### config.mk
export PLATFORM = sky130hd
export DESIGN_NAME = neuron_scheduler
export DESIGN_NICKNAME = d
export VERILOG_FILES = /design/src/rtl/neuron_scheduler.sv
export SDC_FILE = /design/constraint.sdc
export NUM_CORES = 2
export LEC_CHECK = 0
export BUFFER_PORTS_ARGS = -buffer_cell sky130_fd_sc_hd__buf_2
export CAP_MARGIN = 20
export CORE_AREA = 5 5 332 334
export CTS_CLUSTER_DIAMETER = 30
export DETAILED_ROUTE_END_ITERATION = 7
export DIE_AREA = 0 0 337 339
export HOLD_SLACK_MARGIN = 0.05
export PLACE_DENSITY = 0.7
export SYNTH_ARGS = -nofsm -noshare
export SYNTH_HDL_FRONTEND = slang
export SYNTH_SLANG_ARGS = --single-unit
### constraint.sdc
create_clock -name wb_clk_i -period 5.05 [get_ports wb_clk_i]
set_clock_uncertainty 0.2 [all_clocks]
set_input_delay 1.515 -clock wb_clk_i [delete_from_list [all_inputs] [get_ports wb_clk_i]]
set_output_delay 1.515 -clock wb_clk_i [all_outputs]
set_load 0.02 [all_outputs]
### src/rtl/neuron_scheduler.sv
// neuron_scheduler: sequences one leaky integrate-and-fire timestep over all neurons.
// For each neuron it fetches parameters over a req/ack handshake and then integrates the
// latched spike vector one axon per cycle. It then applies leak, evaluates the thresholds,
// and writes the updated potential back.
// All arithmetic on the potential saturates to the signed POTENTIAL_WIDTH range.
//
// Ports
//   wb_clk_i, wb_rst_ni      clock (rising edge), asynchronous active-low reset
//   start_i                  one-cycle pulse starting a timestep (only honoured in IDLE)
//   spikes_i, axon_type_i    per-axon spike and weight-select vectors, latched on start
//   param_req_o/addr_o/ack_i parameter fetch handshake for the current neuron
//   connections_i .. reset_mode_i  parameter fields, valid while param_ack_i=1
//   wr_en_o/addr_o/potential_o     potential write-back pulse
//   spike_valid_o/neuron_o   output spike event pulse
//   busy_o, done_o           not-idle flag, end-of-timestep pulse
module neuron_scheduler #(
  parameter int NUM_NEURONS     = 256,
  parameter int NUM_AXONS       = 256,
  parameter int POTENTIAL_WIDTH = 9,
  parameter int THRESHOLD_WIDTH = 9,
  parameter int LEAK_WIDTH      = 9,
  parameter int WEIGHT_WIDTH    = 2,
  localparam int NW = (NUM_NEURONS > 1) ? $clog2(NUM_NEURONS) : 1
) (
  input  logic                              wb_clk_i,
  input  logic                              wb_rst_ni,
  input  logic                              start_i,
  input  logic [NUM_AXONS-1:0]              spikes_i,
  input  logic [NUM_AXONS-1:0]              axon_type_i,
  output logic                              param_req_o,
  output logic [NW-1:0]                     param_addr_o,
  input  logic                              param_ack_i,
  input  logic [NUM_AXONS-1:0]              connections_i,
  input  logic signed [LEAK_WIDTH-1:0]      leak_i,
  input  logic signed [WEIGHT_WIDTH-1:0]    weights_0_i,
  input  logic signed [WEIGHT_WIDTH-1:0]    weights_1_i,
  input  logic signed [THRESHOLD_WIDTH-1:0] positive_threshold_i,
  input  logic signed [THRESHOLD_WIDTH-1:0] negative_threshold_i,
  input  logic signed [POTENTIAL_WIDTH-1:0] reset_potential_i,
  input  logic signed [POTENTIAL_WIDTH-1:0] current_potential_i,
  input  logic                              reset_mode_i,
  output logic                              wr_en_o,
  output logic [NW-1:0]                     wr_addr_o,
  output logic signed [POTENTIAL_WIDTH-1:0] wr_potential_o,
  output logic                              spike_valid_o,
  output logic [NW-1:0]                     spike_neuron_o,
  output logic                              busy_o,
  output logic                              done_o
);

  localparam int AW = (NUM_AXONS > 1) ? $clog2(NUM_AXONS) : 1;
  localparam int PW = POTENTIAL_WIDTH;
  // Internal arithmetic width: wide enough that no sum or difference of two operands overflows.
  localparam int W1 = (PW > THRESHOLD_WIDTH) ? PW : THRESHOLD_WIDTH;
  localparam int W2 = (W1 > LEAK_WIDTH) ? W1 : LEAK_WIDTH;
  localparam int EW = ((W2 > WEIGHT_WIDTH) ? W2 : WEIGHT_WIDTH) + 2;
  localparam logic signed [EW-1:0] POT_MAX = EW'(2 ** (PW - 1) - 1);
  localparam logic signed [EW-1:0] POT_MIN = EW'(-(2 ** (PW - 1)));

  typedef enum logic [2:0] {
    S_IDLE, S_FETCH, S_INTEGRATE, S_LEAK, S_FIRE, S_WRITE, S_DONE
  } state_t;

  state_t state, state_next;

  logic [NW-1:0]                     idx;
  logic [AW-1:0]                     axon;
  logic [NUM_AXONS-1:0]              spikes_q, types_q, conn_q;
  logic signed [LEAK_WIDTH-1:0]      leak_q;
  logic signed [WEIGHT_WIDTH-1:0]    w0_q, w1_q;
  logic signed [THRESHOLD_WIDTH-1:0] pos_thr_q, neg_thr_q;
  logic signed [PW-1:0]              reset_pot_q, acc;
  logic                              reset_mode_q;

  logic                              last_neuron, last_axon, leak_fire;
  logic signed [WEIGHT_WIDTH-1:0]    weight_sel;
  logic signed [PW-1:0]              integ_sum, leak_sum, fire_sub, neg_sat, fire_result;

  function automatic logic signed [PW-1:0] sat(input logic signed [EW-1:0] v);
    if (v > POT_MAX)      return PW'(POT_MAX);
    else if (v < POT_MIN) return PW'(POT_MIN);
    else                  return PW'(v);
  endfunction

  assign last_neuron  = (idx == NW'(NUM_NEURONS - 1));
  assign last_axon    = (axon == AW'(NUM_AXONS - 1));
  assign param_addr_o = idx;

  always_ff @(posedge wb_clk_i or negedge wb_rst_ni) begin
    if (!wb_rst_ni) state <= S_IDLE;
    else            state <= state_next;
  end

  // NOTE: every signal assigned in a combinational block gets a default first so no path
  // leaves it unassigned, which would otherwise infer a latch.
  always_comb begin
    state_next  = state;
    param_req_o = 1'b0;
    busy_o      = (state != S_IDLE);
    case (state)
      S_IDLE:      if (start_i) state_next = S_FETCH;
      S_FETCH: begin
        param_req_o = 1'b1;
        if (param_ack_i) state_next = S_INTEGRATE;
      end
      S_INTEGRATE: if (last_axon) state_next = S_LEAK;
      S_LEAK:      state_next = S_FIRE;
      S_FIRE:      state_next = S_WRITE;
      S_WRITE:     state_next = last_neuron ? S_DONE : S_FETCH;
      S_DONE:      state_next = S_IDLE;
      default:     state_next = S_IDLE;
    endcase
  end

  always_comb begin
    weight_sel = types_q[axon] ? w1_q : w0_q;
    integ_sum  = sat(EW'(acc) + EW'(weight_sel));
    leak_sum   = sat(EW'(acc) + EW'(leak_q));
    leak_fire  = (EW'(leak_sum) >= EW'(pos_thr_q));
    fire_sub   = sat(EW'(acc) - EW'(pos_thr_q));
    neg_sat    = sat(EW'(neg_thr_q));
    // In FIRE the registered spike flag is the threshold decision taken on the leaked value
    // now held in acc, so it selects the fire branch directly.
    fire_result = acc;
    if (spike_valid_o)
      fire_result = reset_mode_q ? fire_sub : reset_pot_q;
    else if (EW'(acc) < EW'(neg_thr_q))
      fire_result = reset_mode_q ? neg_sat : reset_pot_q;
  end

  // NOTE: the latched spike/type/connection vectors are reset along with everything else,
  // so an aborted timestep leaves no stale state behind.
  always_ff @(posedge wb_clk_i or negedge wb_rst_ni) begin
    if (!wb_rst_ni) begin
      idx            <= '0;
      axon           <= '0;
      spikes_q       <= '0;
      types_q        <= '0;
      conn_q         <= '0;
      leak_q         <= '0;
      w0_q           <= '0;
      w1_q           <= '0;
      pos_thr_q      <= '0;
      neg_thr_q      <= '0;
      reset_pot_q    <= '0;
      reset_mode_q   <= 1'b0;
      acc            <= '0;
      wr_en_o        <= 1'b0;
      wr_addr_o      <= '0;
      wr_potential_o <= '0;
      spike_valid_o  <= 1'b0;
      spike_neuron_o <= '0;
      done_o         <= 1'b0;
    end else begin
      // NOTE: non-blocking assignments throughout, so every branch sees the pre-edge values.
      wr_en_o       <= 1'b0;
      spike_valid_o <= 1'b0;
      done_o        <= 1'b0;
      case (state)
        S_IDLE: if (start_i) begin
          spikes_q <= spikes_i;
          types_q  <= axon_type_i;
          idx      <= '0;
        end
        S_FETCH: if (param_ack_i) begin
          conn_q       <= connections_i;
          leak_q       <= leak_i;
          w0_q         <= weights_0_i;
          w1_q         <= weights_1_i;
          pos_thr_q    <= positive_threshold_i;
          neg_thr_q    <= negative_threshold_i;
          reset_pot_q  <= reset_potential_i;
          reset_mode_q <= reset_mode_i;
          acc          <= current_potential_i;
          axon         <= '0;
        end
        S_INTEGRATE: begin
          if (spikes_q[axon] && conn_q[axon]) acc <= integ_sum;
          axon <= axon + AW'(1);
        end
        S_LEAK: begin
          acc           <= leak_sum;
          spike_valid_o <= leak_fire;
          if (leak_fire) spike_neuron_o <= idx;
        end
        S_FIRE: begin
          acc            <= fire_result;
          wr_en_o        <= 1'b1;
          wr_addr_o      <= idx;
          wr_potential_o <= fire_result;
        end
        S_WRITE: begin
          if (last_neuron) done_o <= 1'b1;
          else             idx    <= idx + NW'(1);
        end
        default: ;
      endcase
    end
  end

endmodule

---- Word-level counts from Yosys, hierarchy flattened ----
Cells that the tools add are included.
operators by class
  reductions and logical operators ........ 13
  bitwise operators ....................... 0
  mux-type cells .......................... 37
  divide/modulo/power cells ............... 0
  equality and inequality tests ........... 12
  shift-type cells ........................ 0
  magnitude comparators ................... 11
  add/subtract/negate cells ............... 5
  multipliers ............................. 0
operators with widths
  kind                   count
  $mux W9                14
  $pmux W9 S4            1
  $pmux W8 S2            2
  $gt A10 B9 Y1 const B  3
  $lt A10 B9 Y1 const B  3
  $bmux W1 S8            3
  $mux W8                3
  $pmux W3 S6            1
  $add A8 B1 Y8 const B  2
  $eq A8 B8 Y1 const B   2
  $mux W3                4
  $add A9 B2 Y10         1
  $add A9 B9 Y10         1
  $ne A2 B2 Y1 const B   5
  $sub A9 B9 Y10         1
  $ge A9 B9 Y1           1
  $gt A9 B9 Y1 const B   1
  $lt A8 B9 Y1 const B   1
  $lt A9 B9 Y1           1
  $lt A9 B9 Y1 const B   1
  $reduce_and A3 Y1      3
  $mux W1                8
  $reduce_and A2 Y1      4
  $eq A3 B2 Y1 const B   2
  8 further kinds        10
word-level totals
  latch bits .............................. 0
  ROM bits ................................ 0
  memories ................................ 0
  RAM bits ................................ 0
  register bits ........................... 865

---- Logic depth before layout (Yosys ltp) ----
  depth in word-level cells ............... 9
  mapped depth ............................ 21
  mapped depth without buffers ............ 19

---- Worst setup path after synthesis ----
Ideal clock, no wire load.
  path kind ............................... register -> register
  start ................................... register axon[0]
  end ..................................... register acc[7]
  data required time ...................... 4.714 ns
  cell stages (with the launch flop) ...... 21
  arrival ................................. 4.600 ns
  slack ................................... 0.113 ns
  buffers on the path ..................... 2
  cells stage by stage .................... dfrtp_1 -> buf_6 -> buf_2 -> mux4_2 -> mux4_2 -> a22oi_1 -> nand3_1 -> o21ai_0 -> a21oi_1 -> mux2_2 -> ha_1 -> inv_1 -> fa_1 -> nor2b_1 -> o2111ai_1 -> a41oi_1 -> nor3_1 -> a211o_1 -> a21o_1 -> a2111oi_0 -> o21ai_0
between the ends
  word-level cells in the longest chain between the ends .. 9
RTL lines
  item                           line  text
  from (decl)                    67    logic [AW-1:0] axon;
  from (signal assigned)         179   axon <= axon + AW'(1);
  $bmux W1 S8                    116   weight_sel = types_q[axon] ? w1_q : w0_q;
  $mux W1 (not written as such)  116
  $mux W2                        116
  $add A9 B2 Y10                 117   integ_sum = sat(EW'(acc) + EW'(weight_sel));
  $lt A10 B9 Y1                  81    else if (v < POT_MIN) return PW'(POT_MIN);
  $mux W9                        81
  $mux W9                        80    if (v > POT_MAX) return PW'(POT_MAX);
  $mux W9                        178   if (spikes_q[axon] && conn_q[axon]) acc <= integ_sum;
  $pmux W9 S4                    159   case (state)
  to (signal assigned)           178
  to (signal assigned)           182   acc <= leak_sum;
  to (signal assigned)           187   acc <= fire_result;
  to (decl)                      72    logic signed [PW-1:0] reset_pot_q, acc;
Several ways; a longest one is shown, not always the timed one. The select of a mux whose other input is x is not followed.
A chain may end at the register's enable or synchronous reset.

---- Final worst setup path ----
  start ................................... register axon[0]
  end ..................................... register acc[5]
The elaborated chain is that of the path after synthesis.

==> impl_metrics.env <==
export IMPL_outcome="complete, but fails checks"
export IMPL_violations="negative setup slack"
export IMPL_final_cell_mix="dfrtp_1, buf_2, mux2_2, nand2_1, clkbuf_16"
export IMPL_start_util_pct=37.0
export IMPL_maxCapViolations=0
export IMPL_syn2layout_area_growth_pct=36.1
export IMPL_synth_area_per_cell_sq_um=13.3
export IMPL_cts_hold_buf=0
export IMPL_power_leakage_nw=23.7
export IMPL_arrival_ns=5.84
export IMPL_drv_slew=0
export IMPL_vias_per_cell=5.35
export IMPL_clk_latency_ns=0.77
export IMPL_cts_buffers=185
export IMPL_setup_slack_ns=-0.356
export IMPL_synth_top_family_by_area="multiplexers"
export IMPL_worst_path_max_fanout=8
export IMPL_ant_nets=0
export IMPL_htree_levels=4
export IMPL_synth_edff_count=0
export IMPL_period_needed_ns=5.41
export IMPL_synthFlopType="dfrtp_1"
export IMPL_ioPinCount=860
export IMPL_rsz0062_at_grt="yes"
export IMPL_synth_cell_types=69
export IMPL_num_rows=120
export IMPL_timing_slew_headroom_pct=34.4
export IMPL_layout_drive_gt1_share_pct=55.2
export IMPL_core_sq_um=107000
export IMPL_dr_pass1_iters=5
export IMPL_ir_drop_mv=0.367
export IMPL_synth_compound_area_share_pct=6.25
export IMPL_path_class="reg -> reg"
export IMPL_synthSimpleGateAreaFrac_pct=6.60
export IMPL_critPathRequiredTime_ns=5.48
export IMPL_power_density_nw_per_um2=757
export IMPL_avgRoutedWirePerCell_microns=25.6
export IMPL_path_clk_slew_ns=0.05
export IMPL_ys_seq_area_share_pct=54.9
export IMPL_mostFrequentLayoutCell="dfrtp_1"
export IMPL_place_ws_ns=-0.912
export IMPL_fp_dieH_microns=339
export IMPL_synthAdderAreaFrac_pct=1.64
export IMPL_hold_violations=0
export IMPL_grt_pass1_wl_microns=208000
export IMPL_cts_root_buffer="clkbuf_16"
export IMPL_die_w_microns=337
export IMPL_worstMarginPinSlew_ns=0.972
export IMPL_hp_class="reg -> reg"
export IMPL_cts_tree="built"
export IMPL_synthArstFlopShare_pct=100
export IMPL_rrSetupSlack_ns=-0.36
export IMPL_wl_microns=143000
export IMPL_fmax_ghz=0.185
export IMPL_nets=4859
export IMPL_drtIter0Drc=2108
export IMPL_grt_start_max_net_pins=109
export IMPL_drc=0
export IMPL_setup_viol=9
export IMPL_synth_nets=3836
export IMPL_grt_remaining_overflow=0
export IMPL_cts_max_path_buffers=3
export IMPL_hold_ws_ns=0.267
export IMPL_die_area_sq_um=114000
export IMPL_port_buffers=859
export IMPL_synth_cells=2964
export IMPL_grt_use_total_pct=24.4
export IMPL_hpwl_microns=106000
export IMPL_first_global_vias=32200
export IMPL_synth_mux_area_share_pct=27.8
export IMPL_synth_area_sq_um=39400
export IMPL_yosysWarnings=0
export IMPL_endpoint_kind="flop"
export IMPL_grt_antenna_before_repair=88
export IMPL_synth_xor_area_share_pct=0.467
export IMPL_ys_ff_latch=865
export IMPL_num_vias=30000
export IMPL_cts_num_sinks=865
export IMPL_gp_congestion=0.911
export IMPL_min_period_over_period_pct=107
export IMPL_crit_path_start_kind="flop"
[flip-flops by register name (all words and copies together), names as in the netlist]
name	count
conn_q	256
spikes_q	256
types_q	256
acc	9
leak_q	9
neg_thr_q	9
pos_thr_q	9
reset_pot_q	9
wr_potential_o	9
axon	8
param_addr_o	8
spike_neuron_o	8
wr_addr_o	8
state	3
w0_q	2
w1_q	2
done_o	1
reset_mode_q	1
spike_valid_o	1
wr_en_o	1
[Yosys cell counts, drive strengths merged, types with 43 or more instances]
cell    count  area share, %
mux2      806             23
o211ai     71            1.4
a21oi      47           0.60
mux4       81            4.6
dfrtp     865             55
nand2     217            2.1
inv        43           0.41
o21ai     106            1.3
buf        73           0.95
nand3     131            1.7
clkbuf    102           0.97
nor2       62           0.59
ha         47            1.5
[worst max-delay path: stages (launching register included)]
cell	delay, ns
dfrtp_4	0.57
buf_12	0.17
buf_16	0.14
buf_6	0.11
mux4_2	0.43
mux4_2	0.47
a22oi_2	0.22
nand3_2	0.13
o21ai_4	0.18
a21oi_4	0.14
mux2_4	0.35
ha_4	0.17
inv_2	0.06
fa_2	0.24
nor2b_4	0.05
o2111ai_2	0.21
a41oi_2	0.15
buf_4	0.16
o21a_1	0.15
a211o_1	0.25
a21o_1	0.25
a21o_1	0.20
o32ai_2	0.20
o21ai_1	0.08
[cell families after synthesis]
family                     count (synthesis)
AOI/OAI and AO/OA                        369
xor gates and xnor gates                  21
adders and majority gates                 50
buffers and inverters                    219
DFF                                      865
muxes                                    891
and+or+nand+nor                          549
[final cells by class]
class | count | area [sq um]
sequential | 865 | 21700
tap | 1403 | 1760
timing repair buffer | 1011 | 5870
multi-input combinational | 1880 | 17200
clock inverter | 114 | 1750
antenna | 65 | 163
clock buffer | 229 | 5120
inverter | 44 | 165
fill | 9111 | 53000
[per-stage QoR]
step                area [sq um]  total power, mW  setup TNS [ns]  cells  utilization, %
global route               53600             42.7           -7.56   5591            50.3
CTS                        53400             40.5           -2.72   5544            50.1
detailed placement         46100             26.6           -7.59   5193            43.3
finish                     53600             40.6           -2.21   5611            50.3
floorplan                  39400             21.6               0   2964               -
global placement           46100             26.2           -6.91   5193            43.3
[final timing paths]
kind,startpoint,end,cells after the start
max in group asynchronous,wb_rst_ni,spikes_q[161],2
min in group asynchronous,wb_rst_ni,spike_neuron_o[5],1
setup reg to reg,axon[0],acc[5],23
hold / removal,wr_addr_o[6],wr_addr_o[6],2
setup / recovery,axon[0],acc[5],23
hold reg to reg,wr_addr_o[6],wr_addr_o[6],2
[per-layer routing]
metal	GRT usage [%]	share of wire, %
met4	10.8	3.7
met2	39.6	49
met3	7.01	7.9
met1	30.5	39
met5	0	0.17
[power breakdown]
group | switching [mW] | internal [mW] | total [mW]
Clock | 4.12 | 9.00 | 13.1
Combinational | 7.00 | 7.72 | 14.7
Sequential | 2.29 | 10.5 | 12.7
Total | 13.4 | 27.2 | 40.6
[repair_timing]
action / CTS / global route
cloned: 3 / 0
endpoints found under the setup margin: 9 / 18
buffers inserted: 6 / 6
gates resized for setup: 51 / 24
pin swaps: 22 / 13
(Power assumes the default switching activity.)
